**config.mk**
```make
export PLATFORM = sky130hd
export DESIGN_NAME = hms_time_core
export DESIGN_NICKNAME = d
export VERILOG_FILES = /design/src/rtl/hms_time_core_pkg.sv /design/src/rtl/hms_time_core_rise_det.sv /design/src/rtl/hms_time_core.sv
export SDC_FILE = /design/constraint.sdc
export NUM_CORES = 1
export LEC_CHECK = 0
export ABC_CLOCK_PERIOD_IN_PS = 1900
export CAP_MARGIN = 20
export CORE_UTILIZATION = 40
export DETAILED_ROUTE_END_ITERATION = 8
export DONT_BUFFER_PORTS = 1
export GPL_ROUTABILITY_DRIVEN = 0
export GPL_TIMING_DRIVEN = 0
export RECOVER_POWER = 100
export SLEW_MARGIN = 20
export SYNTH_ARGS = -nofsm -noshare
export SYNTH_HDL_FRONTEND = slang
export SYNTH_SLANG_ARGS = --single-unit
```
**constraint.sdc**
```tcl
create_clock -name clk -period 1.9 [get_ports clk]
set_input_delay 0.57 -clock clk [delete_from_list [all_inputs] [get_ports clk]]
set_output_delay 0.57 -clock clk [all_outputs]
set_load 0.1 [all_outputs]
```
**src/rtl/hms_time_core_pkg.sv**
```systemverilog
// -----------------------------------------------------------------------------
// hms_time_core_pkg
// Shared definitions for the hours/minutes/seconds timekeeping core:
//   - state_t      : RUN / SET operating states
//   - POS_*        : field selector values used while setting the time
//   - SEC_MAX etc. : last legal value of each sixty-based field
//   - BLINK_BASE   : two-digit blank mask for the rightmost digit pair
//   - wrap_inc     : increment that wraps to 0 once the max is reached
//   - next_pos     : rotates the field selector sec -> min -> hour -> sec
// -----------------------------------------------------------------------------
package hms_time_core_pkg;

    typedef enum logic {
        ST_RUN = 1'b0,
        ST_SET = 1'b1
    } state_t;

    localparam logic [1:0] POS_SEC  = 2'd0;
    localparam logic [1:0] POS_MIN  = 2'd1;
    localparam logic [1:0] POS_HOUR = 2'd2;

    localparam logic [5:0] SEC_MAX    = 6'd59;
    localparam logic [5:0] MIN_MAX    = 6'd59;
    localparam logic [5:0] BLINK_BASE = 6'b000011;

    // Using >= rather than == means a corrupted out-of-range value
    // recovers to 0 on its next increment instead of running on to 63.
    function automatic logic [5:0] wrap_inc(input logic [5:0] value,
                                            input logic [5:0] max_value);
        return (value >= max_value) ? 6'd0 : value + 6'd1;
    endfunction

    function automatic logic [1:0] next_pos(input logic [1:0] pos);
        return (pos >= POS_HOUR) ? POS_SEC : pos + 2'd1;
    endfunction

endpackage

```
**src/rtl/hms_time_core_rise_det.sv**
```systemverilog
// -----------------------------------------------------------------------------
// rise_det
// Single-flop rising-edge detector for an already clk-synchronous level.
//   clk    : system clock
//   rst_n  : asynchronous active-low reset, clears the history flop
//   i_lvl  : input level
//   o_rise : high for the clk in which i_lvl is high and was low last clk
// The history flop resets to 0, so a level already high at reset release
// reports one rise on the first clk.
// -----------------------------------------------------------------------------
module rise_det (
    input  logic clk,
    input  logic rst_n,
    input  logic i_lvl,
    output logic o_rise
);

    logic hist;

    // Remember last clk's level so a held input yields a single event.
    always_ff @(posedge clk or negedge rst_n) begin
        if (!rst_n) begin
            hist <= 1'b0;
        end else begin
            hist <= i_lvl;
        end
    end

    assign o_rise = i_lvl & ~hist;

endmodule

```
**src/rtl/hms_time_core.sv**
```systemverilog
// -----------------------------------------------------------------------------
// hms_time_core
// Seconds/minutes/hours timekeeper with a button-driven set mode.
//   clk          : system clock (50 MHz)
//   rst_n        : asynchronous active-low reset
//   i_tick       : 1 Hz square wave, counted on its rising edge
//   i_sw_mode    : rising edge toggles RUN / SET
//   i_sw_pos     : rising edge selects the next field while in SET
//   i_sw_inc     : rising edge increments the selected field while in SET
//   o_sec/o_min  : 0..59
//   o_hour       : 0..HOUR_MAX
//   o_set_mode   : high while in SET
//   o_blink_enb  : per-digit blank mask (bit0 = rightmost digit)
//   o_day_pulse  : one-clk pulse when HOUR_MAX:59:59 rolls to 00:00:00
// -----------------------------------------------------------------------------
module hms_time_core
    import hms_time_core_pkg::*;
#(
    parameter int HOUR_MAX = 23
) (
    input  logic       clk,
    input  logic       rst_n,
    input  logic       i_tick,
    input  logic       i_sw_mode,
    input  logic       i_sw_pos,
    input  logic       i_sw_inc,
    output logic [5:0] o_sec,
    output logic [5:0] o_min,
    output logic [5:0] o_hour,
    output logic       o_set_mode,
    output logic [5:0] o_blink_enb,
    output logic       o_day_pulse
);

    localparam logic [5:0] HOUR_MAX_V = 6'(HOUR_MAX);

    logic tick_rise, mode_rise, pos_rise, inc_rise;

    state_t     state_q, state_nxt;
    logic [5:0] sec_q, sec_nxt;
    logic [5:0] min_q, min_nxt;
    logic [5:0] hour_q, hour_nxt;
    logic [1:0] pos_q, pos_nxt;
    logic       blink_q, blink_nxt;
    logic       day_q, day_nxt;

    rise_det u_tick_rise (.clk(clk), .rst_n(rst_n), .i_lvl(i_tick),    .o_rise(tick_rise));
    rise_det u_mode_rise (.clk(clk), .rst_n(rst_n), .i_lvl(i_sw_mode), .o_rise(mode_rise));
    rise_det u_pos_rise  (.clk(clk), .rst_n(rst_n), .i_lvl(i_sw_pos),  .o_rise(pos_rise));
    rise_det u_inc_rise  (.clk(clk), .rst_n(rst_n), .i_lvl(i_sw_inc),  .o_rise(inc_rise));

    // All time, selector and mode state lives in one register bank so the
    // whole core returns to 00:00:00 RUN the instant rst_n drops.
    always_ff @(posedge clk or negedge rst_n) begin
        if (!rst_n) begin
            state_q <= ST_RUN;
            sec_q   <= 6'd0;
            min_q   <= 6'd0;
            hour_q  <= 6'd0;
            pos_q   <= POS_SEC;
            blink_q <= 1'b0;
            day_q   <= 1'b0;
        end else begin
            state_q <= state_nxt;
            sec_q   <= sec_nxt;
            min_q   <= min_nxt;
            hour_q  <= hour_nxt;
            pos_q   <= pos_nxt;
            blink_q <= blink_nxt;
            day_q   <= day_nxt;
        end
    end

    // In RUN the tick acts on the current state before a mode change is
    // taken, so a simultaneous tick and mode press still counts. In SET the
    // button events are mutually exclusive with mode winning over pos over
    // inc, and leaving SET clears the blink phase so the display comes back
    // fully lit.
    always_comb begin
        state_nxt = state_q;
        sec_nxt   = sec_q;
        min_nxt   = min_q;
        hour_nxt  = hour_q;
        pos_nxt   = pos_q;
        blink_nxt = blink_q;
        day_nxt   = 1'b0;

        case (state_q)
            ST_RUN: begin
                if (tick_rise) begin
                    sec_nxt = wrap_inc(sec_q, SEC_MAX);
                    if (sec_q >= SEC_MAX) begin
                        min_nxt = wrap_inc(min_q, MIN_MAX);
                        if (min_q >= MIN_MAX) begin
                            hour_nxt = wrap_inc(hour_q, HOUR_MAX_V);
                            if (hour_q >= HOUR_MAX_V) begin
                                day_nxt = 1'b1;
                            end
                        end
                    end
                end
                if (mode_rise) begin
                    state_nxt = ST_SET;
                    pos_nxt   = POS_SEC;
                end
            end

            ST_SET: begin
                if (tick_rise) begin
                    blink_nxt = ~blink_q;
                end
                if (mode_rise) begin
                    state_nxt = ST_RUN;
                    blink_nxt = 1'b0;
                end else if (pos_rise) begin
                    pos_nxt = next_pos(pos_q);
                end else if (inc_rise) begin
                    case (pos_q)
                        POS_SEC:  sec_nxt  = wrap_inc(sec_q, SEC_MAX);
                        POS_MIN:  min_nxt  = wrap_inc(min_q, MIN_MAX);
                        default:  hour_nxt = wrap_inc(hour_q, HOUR_MAX_V);
                    endcase
                end
            end

            default: begin
                state_nxt = ST_RUN;
            end
        endcase
    end

    assign o_sec       = sec_q;
    assign o_min       = min_q;
    assign o_hour      = hour_q;
    assign o_set_mode  = (state_q == ST_SET);
    assign o_day_pulse = day_q;
    // Shift the two-digit base mask by two digits per field position.
    assign o_blink_enb = (state_q == ST_SET && blink_q) ? (BLINK_BASE << {pos_q, 1'b0}) : 6'd0;

endmodule

```
Yosys cells after proc, flatten, opt, wreduce, memory -nomap -nowiden:

Cells that the tools add are included.

* add/sub/neg operators: 4
* order comparisons: 4
* eq/ne operators: 12
* shift operators: 1
* muxes and demuxes: 40
* bitwise logic cells: 10
* reduce and logical (&&, ||, !) cells: 9

Operators by type and width (count)
* two-way mux 6 bit: 22
* one-hot mux 6 bit (2 select lines): 3
* adder 6 x 1 -> 6 bit, second input constant: 3
* inequality test 2 bit, second input constant: 9
* >= comparator 6 bit, second input constant: 2
* two-way mux 1 bit: 9
* two-way mux 2 bit: 4
* AND reduction 7 bit: 1
* >= comparator 6 x 5 -> 1 bit, second input constant: 1
* NOT 1 bit: 6
* AND reduction 6 bit: 1
* << shifter 2 x 3 -> 6 bit, first input constant: 1
* AND reduction 5 bit: 1
* bitwise AND 1 bit: 4
* inequality test 2 x 1 -> 1 bit, second input constant: 2
* one-hot mux 2 bit (2 select lines): 1
* AND reduction 3 bit: 1
* adder 2 x 1 -> 2 bit, second input constant: 1
* == test 2 x 1 -> 1 bit, second input constant: 1
* >= comparator 2 bit, second input constant: 1
* logical NOT 2 bit: 1
* one-hot mux 1 bit (2 select lines): 1
* AND reduction 2 bit: 1
* nonzero test 2 bit: 1
* 2 further kinds: 2

* register bits: 27
* input bits: 6
* output and inout bits: 26
* word-level logic and storage cells: 91

Longest topological paths before layout:

Gate-level depths: netlist of the first run.

* depth in word-level cells: 7
* mapped depth: 7
* mapped depth without buffers: 6

By module:

A second synthesis of the first run with hierarchy kept.

* cell total of the unflattened synthesis: 140
* area, all modules: 1468.9 µm²

Modules (own cells, without submodules)
* hms_time_core: times used 1, cells each 132, area an instance 1313.8 µm², sequential area each 575.6 µm²
* rise_det: times used 4, cells each 2, area an instance 38.8 µm², sequential area each 25.0 µm²

Least setup slack after synthesis of the first run:

No wires, ideal clock.

* path kind: register -> output
* start point: register state_q (netlist: o_set_mode)
* end point: output port o_blink_enb[1]
* arrival: 4.052 ns
* required time: 1.330 ns
* path slack: -2.722 ns
* cell stages (with the launch flop): 5
* path buffers: 2
* cells stage by stage: dfrtp_1 > buf_6 > or2b_1 > nor3_1 > buf_4

* longest elaborated chain between the ends: 2

RTL lines
* from (decl): RTL line hms_time_core.sv:39 `state_t state_q, state_nxt;`
* from (signal assigned): RTL line hms_time_core.sv:64 `state_q <= state_nxt;`
* logical AND 1 bit: RTL line hms_time_core.sv:138 `assign o_blink_enb = (state_q == ST_SET && blink_q) ? (BLINK_BASE << {pos_q, 1'b0}) : 6'd0;`
* two-way mux 6 bit: RTL line hms_time_core.sv:138
* to (decl): RTL line hms_time_core.sv:31 `output logic [5:0] o_blink_enb,`

Every way passes these cells.

Final worst setup path of the first run:

Same ends and word-level chain as after synthesis.

==> impl_metrics.csv, run 1 <==
group,metric,value,unit
logic_synthesis,yosys-top-cells-area,"dfrtp_1 (49%), o21ai_0 (4.4%), nand3b_1 (4.4%)",
detailed_routing,viasPerCell,5.49,
final_layout,area_delta_synth_final,20.8,%
logic_synthesis,yosys.area.top_type,"dfrtp_1",
grt,globalRouteMet3Util,5.97,%
sta,max_freq,320,MHz
grt,grt_use_met2,28.4,%
setup_path,critPathKind,"flip-flop to output pin",
sta,skew,3.43,ps
setup_path,reg2reg_depth,7,
setup_path,worstPathMaxFanout,3,
final_layout,final_cell_mix,"dfrtp_2 (18), nand2_1 (14), nand3b_1 (8), dfrtp_1 (8), o21ai_0 (7)",
detailed_routing,antenna_left,0,
final_layout,drive_gt1_share,37.9,%
detailed_routing,dr.pass1.iters,4,
status,violations,"setup timing",
die,start_util,43.6,%
detailed_routing,drc_errors,0,
grt,grt_pass1_vias,1025,
detailed_routing,drt_first_iter_violations,73,
place,place_inst,181,
setup_path,cp.required,1330,ps
min_path,hold_path.class,"input port to flip-flop",
die,die_w,60.6,um
logic_synthesis,synth_seq_cells,27,
final_layout,layout.nets,156,
die,rows,20,
detailed_routing,wl_per_cell,14.6,um
die,core_area,3150,um2
clock_tree,clk_pin_slew,130,ps
logic_synthesis,synth-async-reset-ratio,100,%
grt,grt_max_degree,28,
grt,grtUsageMet1,18.6,%
status,status,"finished, violations left",
final_layout,n_antenna_cell,0,
die,pin_count,32,
clock_tree,htree_num_levels,1,
grt,gr-total-overflow,0,
logic_synthesis,ys_types,36,
logic_synthesis,synth-edff-count,0,
run,max_cap_violations,0,
detailed_routing,routed_wl,2.77,mm
sta,rsz0062_at_grt,"true",
final_layout,final_common_cell,"dfrtp_2",
min_path,hold_depth,0,
sta,worst_pin_slew,1420,ps
place,hpwl,1.93,mm
logic_synthesis,synth.avg_cell_area,10.0,um2
logic_synthesis,ys_seq_area_share,49.2,%
sta,min_period_over_period,164,%
grt,grt_pass1_wl,4.42,mm
logic_synthesis,syn-num-nets,147,
final_layout,final_cells,189,
place,port_buffers,0,
setup_path,end_kind,"output pin",
die,fp.dieH,60.6,um
logic_synthesis,ys.flop_type,"dfrtp_1",
clock_tree,numClockSinks,27,
grt,busiest_layer,"met2",
clock_tree,tritoncts,"yes",
sta,finalMaxSlewViolations,0,
sta,finalCriticalPeriod,3120,ps
place,dpl_worst_slack,-902,ps
logic_synthesis,synthCells,137,
sta,final-setup-viol-count,24,
logic_synthesis,netlist.area_leader.share,49.2,%
sta,timing.final.ws_setup,-1220,ps
logic_synthesis,synthesis.area,1370,um2
logic_synthesis,yosysWarningCount,0,
clock_tree,insertion_delay,320,ps
grt,antenna_found_initial,0,
clock_tree,cts_root_buf,"clkbuf_4",
setup_path,cp_data_arrival_time,2550,ps
sta,hold_viol,0,
die,die_area,3670,um2
setup_path,startpoint_type,"flip-flop",
detailed_routing,route.vias.total,1038,
sta,slew_headroom,5.39,%
clock_tree,clk_path_buf_depth,2,
clock_tree,numCtsBuffers,3,
grt,grt_use_total,16.1,%
## stage by stage
stage	instance area, um2	hold WS [ps]	setup TNS [ps]	util (%)
after CTS	1660	33.7	-10250	52.5
after floorplan	1520	274	-3220	-
after global placement	1570	275	-5210	49.8
after global routing	1660	224	-12240	52.6
after detailed placement	1570	275	-5750	49.8
final	1660	257	-10180	52.6
## area by class of cell
cell class | count | area, um2
Buffer | 7 | 105
Clock buffer | 4 | 26.3
Fill cell | 293 | 1490
Inverter | 3 | 11.3
Multi-Input combinational cell | 100 | 733
Sequential cell | 27 | 702
Tap cell | 44 | 55.1
Timing Repair Buffer | 4 | 26.3
## what timing repair did
item | in CTS | in global routing
pin swaps | 3 | 2
setup buffers | 2 | 1
hold endpoints to repair | 27 | 0
setup endpoints to repair | 26 | 28
gates resized for setup | 9 | 10
hold buffers | 1 | 0
## cells by family after synthesis
kind of cell,after synthesis,share of synthesized area (%)
AO/OA/AOI/OAI,40,19.7
adder cells (fa/ha/maj),4,3.64
buffers and inverters,10,4.83
flip-flops,27,49.2
multiplexers,1,0.820
AND/OR/NAND/NOR,55,21.9
## routing by layer
layer	wire [um]	vias to the layer above	part of all wire [%]
li1	-	511	-
met3	181	2	6.5
met1	1200	499	43
met4	19	0	0.69
met5	0	-	0
met2	1370	26	49
## flip-flops by register name (all words and copies together), names as in the netlist, 2 cells and up
name and count:
o_hour 6, o_min 6, o_sec 6, pos_q 2
## cell usage after synthesis, types with 2 or more instances
cell / n
a21oi_1: 5
and2_1: 3
buf_2: 2
buf_4: 3
buf_6: 2
dfrtp_1: 27
ha_1: 4
inv_1: 3
nand2_1: 15
nand2b_1: 4
nand3_1: 6
nand3b_1: 8
nor2_1: 6
nor2b_1: 2
nor3_1: 5
o21ai_0: 12
o21ai_1: 4
o22a_1: 3
o31ai_1: 6
## worst max-delay path, cell delays in order (launching register included)
cell and delay (ps):
dfrtp_4 650, buf_6 150, or2b_4 280, nor3_4 880
buf_12 270
## path summary, 6_finish.rpt
check	startpoint	end	slack, ps
max	o_set_mode$_DFF_PN0_	o_blink_enb[1]	-1220
min	i_sw_mode	u_mode_rise.hist$_DFF_PN0_	260
max reg2reg	o_sec[0]$_DFFE_PN0P_	o_hour[4]$_DFFE_PN0P_	-320
min reg2reg	u_tick_rise.hist$_DFF_PN0_	o_day_pulse$_DFF_PN0_	590
max in group asynchronous	rst_n	o_set_mode$_DFF_PN0_	360
min in group asynchronous	rst_n	blink_q$_DFFE_PN0P_	550
Power of run 1 is not shown: default switching activity piles up to over one toggle a cycle in this logic, so the estimate is an artifact.
==> inputs of run 2 (changes only) <==
- ABC_CLOCK_PERIOD_IN_PS: 1900 -> 3100
- REMOVE_ABC_BUFFERS: default -> 1
- clock period: 1.9 -> 3.1 ns (I/O delays scaled with it)
==> impl_metrics.csv, run 2 (synthesis results as in run 1) <==
group,metric,value,unit
setup_path,worstPathMaxFanout,11,
grt,gr-total-overflow,0,
detailed_routing,drt_first_iter_violations,36,
final_layout,postLayoutCellArea,1470,um2
clock_tree,numCtsBuffers,3,
grt,grt_pass1_vias,962,
detailed_routing,antenna_left,0,
detailed_routing,viasPerCell,5.57,
detailed_routing,dr.pass1.iters,4,
final_layout,n_antenna_cell,0,
final_layout,area_delta_synth_final,6.74,%
final_layout,final_cell_mix,"dfrtp_1 (25), nand2_1 (15), o21ai_0 (15)",
grt,grt_use_total,15.3,%
clock_tree,cts_root_buf,"clkbuf_4",
sta,worst_pin_slew,1070,ps
die,core_area,3150,um2
setup_path,cp.required,2170,ps
grt,antenna_found_initial,0,
sta,skew,3.88,ps
setup_path,reg2reg_depth,6,
die,pin_count,32,
grt,grt_pass1_wl,4.21,mm
sta,holdWs,284,ps
sta,final-setup-viol-count,0,
sta,min_period_over_period,95.5,%
sta,slew_headroom,28.8,%
detailed_routing,routed_wl,2.54,mm
clock_tree,insertion_delay,320,ps
setup_path,cp_data_arrival_time,2030,ps
setup_path,path_cells,"nand2_1, nor3_2, buf_2",
detailed_routing,wl_per_cell,13.9,um
sta,finalCriticalPeriod,2960,ps
setup_path,crit_slowest_cell,"dfrtp_2",
run,max_cap_violations,0,
grt,grt_max_degree,28,
setup_path,crit_family,"flip-flops",
clock_tree,numClockSinks,27,
place,port_buffers,0,
clock_tree,clk_pin_slew,130,ps
clock_tree,clk_path_buf_depth,2,
final_layout,final_common_cell,"dfrtp_1",
sta,rsz0062_at_grt,"false",
min_path,hold_path.class,"input port to async pin",
setup_path,critPathKind,"flip-flop to output pin",
detailed_routing,drc_errors,0,
clock_tree,tritoncts,"yes",
final_layout,drive_gt1_share,14.4,%
place,dpl_worst_slack,201,ps
status,status,"completed",
setup_path,startpoint_type,"flip-flop",
final_layout,layout.nets,150,
die,rows,20,
clock_tree,htree_num_levels,1,
setup_path,max_stage_delay,800,ps
setup_path,crit_cells,3,
sta,hold_viol,0,
place,hpwl,1.88,mm
setup_path,path_buf_inv,1,
die,die_w,60.6,um
setup_path,end_kind,"output pin",
die,fp.dieH,60.6,um
sta,max_freq,338,MHz
clock_tree,hold_buffers,0,
die,die_area,3670,um2
sta,timing.final.ws_setup,141,ps
detailed_routing,route.vias.total,1019,
place,place_area,1480,um2
die,start_util,43.6,%
sta,finalMaxSlewViolations,0,
==> run 2: path summary, 6_finish.rpt <==
check / startpoint / slack (ps) / to
worst max-delay path: o_set_mode$_DFF_PN0_ / 140 / o_blink_enb[4]
worst min-delay path: rst_n / 280 / o_sec[5]$_DFFE_PN0P_
worst min register to register: pos_q[1]$_DFFE_PN0P_ / 580 / pos_q[1]$_DFFE_PN0P_
worst max register to register: o_min[1]$_DFFE_PN0P_ / 230 / o_hour[2]$_DFFE_PN0P_
max in group asynchronous: rst_n / 2730 / o_min[0]$_DFFE_PN0P_
min in group clk: pos_q[1]$_DFFE_PN0P_ / 580 / pos_q[1]$_DFFE_PN0P_
==> run 2: final cells by class <==
cell class,instances,area (um2)
clock buffer,4,26.3
timing repair buffer,5,46.3
sequential,27,678
tap,44,55.1
inverter,3,11.3
fill,329,1690
multi-input combinational,100,649
==> run 2: through the flow <==
step	instances	TNS, ps	util (%)
2_1_floorplan	130	-15720	-
6_report	183	0	46.5
5_1_grt	183	0	46.5
4_1_cts	183	0	47.9
3_3_place_gp	174	-16580	43.6
3_5_place_dp	179	0	47.1
==> run 2: metal layers <==
| layer | GRT usage, % | share of wire (%) | up-vias | wire length, um |
|---|---|---|---|---|
| met5 | 0 | 0 | - | 0 |
| met2 | 27.6 | 49 | 31 | 1240 |
| li1 | - | - | 495 | - |
| met3 | 4.90 | 5.5 | 2 | 141 |
| met4 | 2.92 | 0.75 | 0 | 19 |
| met1 | 17.8 | 45 | 491 | 1140 |
==> run 2: timing repair <==
action / 4_1_cts / 5_1_grt
buffers inserted: 0 / 0
gates resized for setup: 1 / 1
setup endpoints to repair: 6 / 1
pin swaps: 0 / 0
endpoints found under the hold margin: 0 / 0
Power of run 2 is left out for the same reason.
==> inputs of run 3 (changes only) <==
- CORE_MARGIN: default -> 2
- SYNTH_HIERARCHICAL: default -> 1
- TNS_END_PERCENT: default -> 5
==> impl_metrics.csv, run 3 <==
group,metric,value,unit
status,status,"completed",
sta,finalCriticalPeriod,2910,ps
final_layout,final_common_cell,"dfrtp_1",
clock_tree,cts_post_setup_buffers_inserted,0,
setup_path,critPathKind,"flip-flop to output pin",
sta,min_period_over_period,94.0,%
setup_path,regToRegSetupSlack,380,ps
final_layout,n_antenna_cell,0,
die,die_area,4170,um2
logic_synthesis,yosys-top-cells-area,"dfrtp_1 (46%), nor2b_4 (3.7%), o31ai_1 (3.6%)",
detailed_routing,antenna_left,0,
die,fp.dieH,64.6,um
place,hpwl,2.17,mm
setup_path,reg2reg_depth,5,
final_layout,fill_cells,343,
clock_tree,cts_resized,0,
setup_path,reg2reg_to,"o_min[2]$_DFFE_PN0P_",
sta,max_freq,343,MHz
logic_synthesis,yosysWarningCount,6,
logic_synthesis,synth.avg_cell_area,10.5,um2
logic_synthesis,netlist.area_leader.share,46.0,%
die,rows,22,
die,pin_count,32,
setup_path,startpoint_type,"flip-flop",
detailed_routing,wl_per_cell,15.7,um
clock_tree,insertion_delay,270,ps
detailed_routing,routed_wl,2.98,mm
final_layout,postLayoutCellArea,1590,um2
logic_synthesis,synthCells,140,
logic_synthesis,synthesis.area,1470,um2
final_layout,layout.nets,153,
setup_path,cp.required,2170,ps
setup_path,path_cells,"nand2_1, nor3_2, clkbuf_4",
grt,antenna_found_initial,0,
final_layout,seqCellArea,679,um2
clock_tree,hold_buffers,0,
detailed_routing,drt_first_iter_violations,63,
setup_path,cp_data_arrival_time,1980,ps
setup_path,crit_slowest_cell,"dfrtp_4",
grt,grt_use_total,15.5,%
detailed_routing,drc_errors,0,
detailed_routing,viasPerCell,5.91,
setup_path,crit_family,"flip-flops",
sta,skew,4.04,ps
sta,hold_viol,0,
place,place_area,1590,um2
die,start_util,40.7,%
detailed_routing,dr.pass1.iters,4,
detailed_routing,route.vias.total,1123,
grt,gr-total-overflow,0,
sta,final-setup-viol-count,0,
final_layout,final_cell_mix,"dfrtp_1 (26), o21ai_0 (10), nand2_1 (8)",
clock_tree,htree_num_levels,1,
final_layout,area_delta_synth_final,8.26,%
setup_path,path_buf_inv,1,
sta,rsz0062_at_grt,"false",
logic_synthesis,synth.most_common_cell,"dfrtp_1",
logic_synthesis,ys_top_cells_by_count,"dfrtp_1 (27), nand2_1 (8), o21ai_0 (8)",
clock_tree,clk_path_buf_depth,2,
grt,grt_pass1_wl,5.02,mm
setup_path,endpoint,"o_blink_enb[0]",
clock_tree,clk_pin_slew,90,ps
logic_synthesis,synth_seq_cells,27,
sta,worst_pin_slew,1100,ps
logic_synthesis,synth-async-reset-ratio,100,%
setup_path,max_stage_delay,710,ps
clock_tree,numCtsBuffers,3,
grt,grt_max_degree,28,
clock_tree,cts_root_buf,"clkbuf_8",
logic_synthesis,ys_types,40,
setup_path,end_kind,"output pin",
sta,slew_headroom,26.7,%
clock_tree,numClockSinks,27,
setup_path,r2r_start,"o_sec[0]$_DFFE_PN0P_",
logic_synthesis,synth-edff-count,0,
die,core_area,3610,um2
min_path,hold_path.class,"input port to async pin",
sta,finalMaxSlewViolations,0,
logic_synthesis,ys.flop_type,"dfrtp_1",
grt,grt_pass1_vias,1077,
final_layout,drive_gt1_share,11.3,%
place,port_buffers,0,
logic_synthesis,yosys.area.top_type,"dfrtp_1",
setup_path,crit_cells,3,
clock_tree,tritoncts,"yes",
setup_path,crit_start,"o_set_mode$_DFF_PN0_",
setup_path,worstPathMaxFanout,17,
die,die_w,64.6,um
logic_synthesis,ys_seq_area_share,46.0,%
final_layout,multi_input_area,726,um2
run,max_cap_violations,0,
==> run 3: cell count changes after synthesis, sizes merged, moves of 4 or more <==
cell / before / now
nand2: 15 / 8
nor2b: 2 / 6
nand3b: 8 / 3
o21ai: 16 / 11
==> run 3: kinds of logic (layout without fill, tap and decap cells) <==
family / after synthesis / in the layout / synth area share [%]
compound gates: 52 / 52 / 26.7
simple gates: 48 / 48 / 20.2
flops: 27 / 27 / 46.0
buf+inv: 9 / 11 / 3.66
fa+ha+maj: 4 / 4 / 3.41
==> run 3: worst min-delay path by stage <==
stage	start	endpoint	slack, ps	cells after the start
global placement	blink_q$_DFFE_PN0P_	blink_q$_DFFE_PN0P_	480	1
CTS	rst_n	u_pos_rise/hist$_DFF_PN0_	340	0
detailed placement	blink_q$_DFFE_PN0P_	blink_q$_DFFE_PN0P_	490	1
floorplan	blink_q$_DFFE_PN0P_	blink_q$_DFFE_PN0P_	460	1
finish	rst_n	u_pos_rise/hist$_DFF_PN0_	340	0
global route	rst_n	o_set_mode$_DFF_PN0_	330	0
==> run 3: area by class of cell <==
| type | count | area share (%) |
|---|---|---|
| Multi-Input combinational cell | 104 | 45.6 |
| Tap cell | 48 | 3.78 |
| Timing Repair Buffer | 5 | 4.56 |
| Inverter | 2 | 0.472 |
| Clock buffer | 4 | 2.83 |
| Sequential cell | 27 | 42.7 |
==> run 3: layer usage <==
metal / wire, um / track usage (%) / up-vias
met3: 134 / 3.65 / 7
met4: 61 / 5.85 / 0
met2: 1460 / 25.9 / 25
li1: - / - / 541
met5: 0 / 0 / -
met1: 1320 / 19.3 / 550
==> run 3: metrics by stage <==
stage	util, %	setup TNS [ps]	setup WS (ps)	cells	hold WS [ps]
global route	44.1	0	101	190	327
finish	44.1	0	186	190	338
CTS	45.5	0	53.0	190	340
detailed placement	44.2	0	389	186	490
global placement	41.1	-16830	-3320	181	483
floorplan	-	-16070	-3190	133	457
==> run 3: worst reg2reg max path: cells and delay by family, from the launching register on <==
family,cells,cell delay (ps)
and+or+nand+nor,1,310
DFF,1,780
adders and majority gates,1,480
AOI/OAI and AO/OA,3,1000
Power of run 3 is left out for the same reason.
